--- config.mk ---
export PLATFORM = sky130hd
export DESIGN_NAME = cpu_mpu_regions
export DESIGN_NICKNAME = d
export VERILOG_FILES = /design/src/rtl/cpu_mpu_regions.sv
export SDC_FILE = /design/constraint.sdc
export NUM_CORES = 1
export LEC_CHECK = 0
export CORE_MARGIN = 5
export CORE_UTILIZATION = 55
export DETAILED_ROUTE_END_ITERATION = 12
export PLACE_DENSITY = 0.86
export SYNTH_ARGS = -nofsm -noshare
export SYNTH_HDL_FRONTEND = slang
export SYNTH_SLANG_ARGS = --single-unit
--- constraint.sdc ---
create_clock -name clk -period 3.24 [get_ports clk]
set_clock_uncertainty 0.15 [all_clocks]
set_input_delay 0.648 -clock clk [delete_from_list [all_inputs] [get_ports clk]]
set_output_delay 0.648 -clock clk [all_outputs]
set_load 0.05 [all_outputs]
--- src/rtl/cpu_mpu_regions.sv ---
// cpu_mpu_regions: memory protection unit with up to 16 power-of-two regions.
// The lowest-index enabled region that matches the request decides; user-mode
// accesses are denied on a miss or a missing permission. The first denial is
// kept as a sticky fault record, and a later denial only raises the overflow flag.
// Optional feature macro: MPU_FAULT_COUNT_EN builds the saturating deny counter.
// When the macro is not defined, fault_count is tied to 0.
module cpu_mpu_regions #(
  parameter int NUM_REGIONS = 16
) (
  input  logic        clk,
  input  logic        rst_n,
  input  logic        supervisor,
  input  logic        req_valid,
  input  logic        req_write,
  input  logic        req_exec,
  input  logic [31:0] req_addr,
  input  logic        cfg_write,
  input  logic [3:0]  cfg_index,
  input  logic [31:0] cfg_data,
  output logic [31:0] cfg_rdata,
  output logic        resp_valid,
  output logic        resp_deny,
  output logic        fault_valid,
  output logic [31:0] fault_addr,
  output logic [1:0]  fault_type,
  output logic        fault_overflow,
  input  logic        fault_clear,
  output logic [15:0] fault_count
);

  typedef enum logic [1:0] {
    ACC_READ  = 2'd0,
    ACC_WRITE = 2'd1,
    ACC_EXEC  = 2'd2
  } acc_e;

  // Descriptor bit positions.
  localparam int EN_BIT = 11;
  localparam int X_BIT  = 10;
  localparam int W_BIT  = 9;
  localparam int R_BIT  = 8;

  logic [31:0] regions [NUM_REGIONS];
  acc_e        acc;
  logic        hit_any;
  logic        allowed;
  logic        deny;
  logic [19:0] mask;

  // The low page-offset bits never take part in the region match.
  logic unused_addr_bits;
  assign unused_addr_bits = ^req_addr[11:0];

  // Descriptor storage. An out-of-range index matches no slot, so the write is dropped.
  // NOTE: the descriptors must be cleared by reset, so this array is reset like
  // ordinary flops and cannot be mapped onto a RAM macro.
  always_ff @(posedge clk or negedge rst_n) begin
    if (!rst_n) begin
      for (int i = 0; i < NUM_REGIONS; i++) regions[i] <= '0;
    end else if (cfg_write) begin
      for (int i = 0; i < NUM_REGIONS; i++)
        if (cfg_index == 4'(i)) regions[i] <= cfg_data;
    end
  end

  // Combinational descriptor readback. An out-of-range index reads as 0.
  // NOTE: every always_comb output gets a default first, so no latch is inferred.
  always_comb begin
    cfg_rdata = '0;
    for (int i = 0; i < NUM_REGIONS; i++)
      if (cfg_index == 4'(i)) cfg_rdata = regions[i];
  end

  // Access check. It reads the stored descriptors, so a descriptor written in
  // the same cycle takes effect from the next request onward.
  always_comb begin
    if (req_write)     acc = ACC_WRITE;  // write+exec is treated as write
    else if (req_exec) acc = ACC_EXEC;
    else               acc = ACC_READ;
    hit_any = 1'b0;
    allowed = 1'b0;
    mask    = '0;
    for (int i = 0; i < NUM_REGIONS; i++) begin
      mask = 20'hFFFFF << regions[i][3:0];
      if (!hit_any && regions[i][EN_BIT] &&
          ((req_addr[31:12] & mask) == (regions[i][31:12] & mask))) begin
        hit_any = 1'b1;
        case (acc)
          ACC_WRITE: allowed = regions[i][W_BIT];
          ACC_EXEC:  allowed = regions[i][X_BIT];
          default:   allowed = regions[i][R_BIT];
        endcase
      end
    end
    deny = req_valid && !supervisor && !allowed;
  end

  // Registered response, one cycle after the request.
  // NOTE: sequential state always uses non-blocking assignments, so every flop
  // samples the values present before the clock edge.
  always_ff @(posedge clk or negedge rst_n) begin
    if (!rst_n) begin
      resp_valid <= 1'b0;
      resp_deny  <= 1'b0;
    end else begin
      resp_valid <= req_valid;
      resp_deny  <= deny;
    end
  end

  // Sticky fault record. A new denial wins over a clear in the same cycle.
  always_ff @(posedge clk or negedge rst_n) begin
    if (!rst_n) begin
      fault_valid    <= 1'b0;
      fault_addr     <= '0;
      fault_type     <= '0;
      fault_overflow <= 1'b0;
    end else if (deny && (!fault_valid || fault_clear)) begin
      fault_valid    <= 1'b1;
      fault_addr     <= req_addr;
      fault_type     <= acc;
      fault_overflow <= 1'b0;
    end else if (deny) begin
      fault_overflow <= 1'b1;
    end else if (fault_clear) begin
      fault_valid    <= 1'b0;
      fault_addr     <= '0;
      fault_type     <= '0;
      fault_overflow <= 1'b0;
    end
  end

`ifdef MPU_FAULT_COUNT_EN
  // Saturating count of denied requests. fault_clear does not reset it.
  always_ff @(posedge clk or negedge rst_n) begin
    if (!rst_n)                             fault_count <= '0;
    else if (deny && fault_count != 16'hFFFF) fault_count <= fault_count + 16'd1;
  end
`else
  assign fault_count = '0;
`endif

endmodule

==> flow_summary.yaml <==
outcome:
  status: "finished with violations"
  violations: "negative setup slack"
critical_path:
  critPathLaunch: "req_addr[22]"
  cp_cell_sequence: "dlygate4sd2_1 > buf_12 > buf_4 > xor2_1 > a21oi_1 > o21ai_0 > o21ai_0 > nand4_1 > nand4_1 > buf_4 > buf_6 > o32a_1 > a211oi_4 > buf_6 > buf_16 > a211o_1 > a22o_1"
  arrival_ps: 4420
  rr_startpoint: "regions[481]"
  cp_slowest_cell: "o32a_1"
  reg2reg_setup_slack_ps: -730
  worstSetupPathType: "input port to flop"
  required_ps: 3660
  cp_max_fo: 7
  cp_slowest_stage_delay_ps: 410
  critPathCaptureType: "flop"
  critPathLaunchType: "input port"
logic_synthesis:
  postSynthCellCount: 2713
  yosys_warnings: 0
  synth.yosys.seq_area_share_pct: 45.09
  synth_edf_count: 0
  synth_top_cell_by_area: "dfrtp_1"
  synth_top_cell_area_share_pct: 45.09
  synth_cell_types: 78
  synth_area_leaders: "dfrtp_1, mux2_2, xnor2_1, xor2_1, clkbuf_1"
  syn_area_per_cell_um2: 11.25
  synth-main-ff-cell: "dfrtp_1"
  syn_area_um2: 30530
  synthArstFlopShare_pct: 100.0
  synth_seq_cells: 550
clock_network:
  clock_latency_ps: 650
  tritoncts: "built"
  cts_buffers: 58
  clock_path_buffers: 3
  clockRootBuffer: "clkbuf_16"
  clock_sinks: 550
  ctsHtreeMaxLevel: 2
  clkTransAtPathRegs_ps: 60
timing:
  setup_violations: 69
  slew_headroom_pct: 35.56
  tightest_slew_ps: 963.5
  rsz0062_at_grt: "true"
  drv_slew: 0
  finalHoldViolations: 0
  whs_ps: 333.1
  period_minus_slack_ps: 4002
  finalWorstSetupSlack_ps: -761.6
  fin_crit_sh_pct: 123.5
  max_freq_ghz: 0.2499
hold_path:
  hp-class: "input port to flop"
  hp-start: "req_valid"
layout:
  n_fill_cell: 3023
  layout_commonest_cell: "dfrtp_1"
  nets: 3362
  drive_gt1_share_pct: 45.84
  antenna_cells: 0
  final_cell_mix: "dfrtp_1, mux2_2, buf_4"
  synthToLayoutAreaGrowth_pct: 38.06
power:
  leakage_nw: 18.07
  switching_power_mw: 9.269
  peakVddDrop_uv: 544.1
  p_int_mw: 16.98
  pwr-share-seq_pct: 38.5
  powerDensity_nw_per_um2: 622.7
  clock_power_share_pct: 27.2
  pwr-share-comb_pct: 34.3
  p_sw_share_pct: 35.32
  totalPowerFinal_mw: 26.24
floorplan:
  placementRows: 86
  io_pins: 162
  fp.coreArea_um2: 55090
  initial_core_util_pct: 55.41
  die_y_um: 245.6
  fp.dieW_um: 245.6
  die_area_um2: 60310
grt:
  grt_overflow_total: 0
  grt_pass1_vias: 28464
  grt_use_total_pct: 37.43
  grt_max_degree: 105
  grt_antenna_before_repair: 0
  grt_first_pass_wirelength_mm: 175.4
run:
  cap_violations: 0
placed_design:
  dp_hpwl_mm: 75.36
  place.gp.congestion: 0.9625
  io_buffers: 145
route:
  drt_wl_total_mm: 124.8
  via_per_inst: 7.073
  wire_per_inst_um: 30.59
  dr.pass1.iters: 10
  vias: 28863
  postRouteAntennaNets: 0
  drt_iter0_markers: 4684
  drc: 0
[layer usage]
| layer | wire [um] | part of all wire (%) | up-vias | track usage [%] |
|---|---|---|---|---|
| met2 | 56720 | 45 | 2631 | 60.06 |
| met1 | 43600 | 35 | 14196 | 47.54 |
| li1 | - | - | 11205 | - |
| met4 | 10850 | 8.7 | 0 | 22.23 |
| met3 | 13660 | 11 | 831 | 6.957 |
| met5 | 0 | 0 | - | 0 |
[Yosys cell counts, types with 5 or more instances]
cell and n:
nor4_1 14, nand4_1 28, mux4_2 6, o221ai_1 55
nor2_1 84, buf_1 44, nor3_1 23, a21o_1 6
a2111oi_0 6, o211a_1 5, a22oi_1 69, a211oi_1 12
a21oi_1 108, mux2_2 518, o211ai_1 12, a222oi_1 33
inv_1 16, clkbuf_1 160, xor2_1 146, a22o_1 36
o31ai_1 5, a221oi_1 12, o22ai_1 32, o21a_1 32
a211o_1 20, a41oi_1 6, dfrtp_1 550, a31oi_1 52
nand2b_1 35, nor2b_1 6, buf_2 43, a221o_1 26
xnor2_1 174, mux2i_1 45, o21ai_0 96, nand2_1 80
nand3_1 29, buf_4 19
[registers in the layout, indices dropped and copies added, names as in the netlist]
name	cells
resp_valid	1
fault_addr	32
resp_deny	1
regions	512
fault_overflow	1
fault_valid	1
fault_type	2
[stage by stage]
stage | instances | setup slack, ps | TNS (ps) | utilization (%) | instance area [um^2]
final | 4081 | -761.6 | -35390 | 76.50 | 42150
after global placement | 3862 | -1232 | -81420 | 67.11 | 36970
after CTS | 4036 | -381.6 | -18550 | 74.61 | 41110
after floorplan | 2728 | -129.1 | -3497 | - | 31090
after detailed placement | 3862 | -1310 | -86100 | 67.11 | 36970
after global routing | 4081 | -714.0 | -34510 | 76.50 | 42150
[power by group through the flow]
stage	Clock [mW]	Combinational, mW	Sequential (mW)
2_1_floorplan	0	4.44	9.57
3_3_place_gp	0	7.47	9.75
3_5_place_dp	0	7.72	9.88
4_1_cts	7.04	8.24	9.86
5_1_grt	7.42	9.33	10.2
6_report	7.14	8.99	10.1
[cells by family (layout without fill, tap and decap cells)]
logic type,count (synthesis),count (layout),synth area share [%]
and+or+nand+nor,328,329,5.255
DFF,550,550,45.09
xor gates and xnor gates,320,320,9.181
adders and majority gates,1,1,0.03279
muxes,569,569,21.03
other,1,16,0.01228
buffers and inverters,286,884,4.004
AOI/OAI and AO/OA,658,664,15.40
[worst max-delay path, delay by kind of cell]
| kind | cells | cell delay [ps] |
|---|---|---|
| XOR/XNOR | 1 | 210 |
| AND/OR/NAND/NOR | 2 | 580 |
| buffers and inverters | 7 | 1240 |
| AO/OA/AOI/OAI | 7 | 1730 |
[path summary, 6_finish.rpt]
path	endpoint	cells after the start
setup / recovery	fault_addr[14]	17
hold / removal	resp_valid	1
setup reg to reg	fault_addr[14]	15
hold reg to reg	fault_addr[7]	1
max in group asynchronous	fault_addr[16]	3
min in group asynchronous	fault_addr[31]	2
[timing repair]
action | 4_1_cts | 5_1_grt
setup buffers | 59 | 53
hold buffers | 1 | 0
endpoints found under the setup margin | 69 | 69
hold endpoints to repair | 40 | 0
gates resized for setup | 294 | 153
pin swaps | 172 | 136
gates cloned | 16 | 6
[area by class of cell]
class                   instances  area [um^2]  share of cell area [%]
flip-flops and latches        550        13770                   32.67
repair buffers                761         7765                   18.42
multi-input cells            1899        17600                   41.76
clock inverters                19        219.0                  0.5195
inverters                      16        60.06                  0.1425
clock buffers                  88         1798                   4.266
well taps                     748        935.9                   2.221
(Power assumes the default switching activity.)
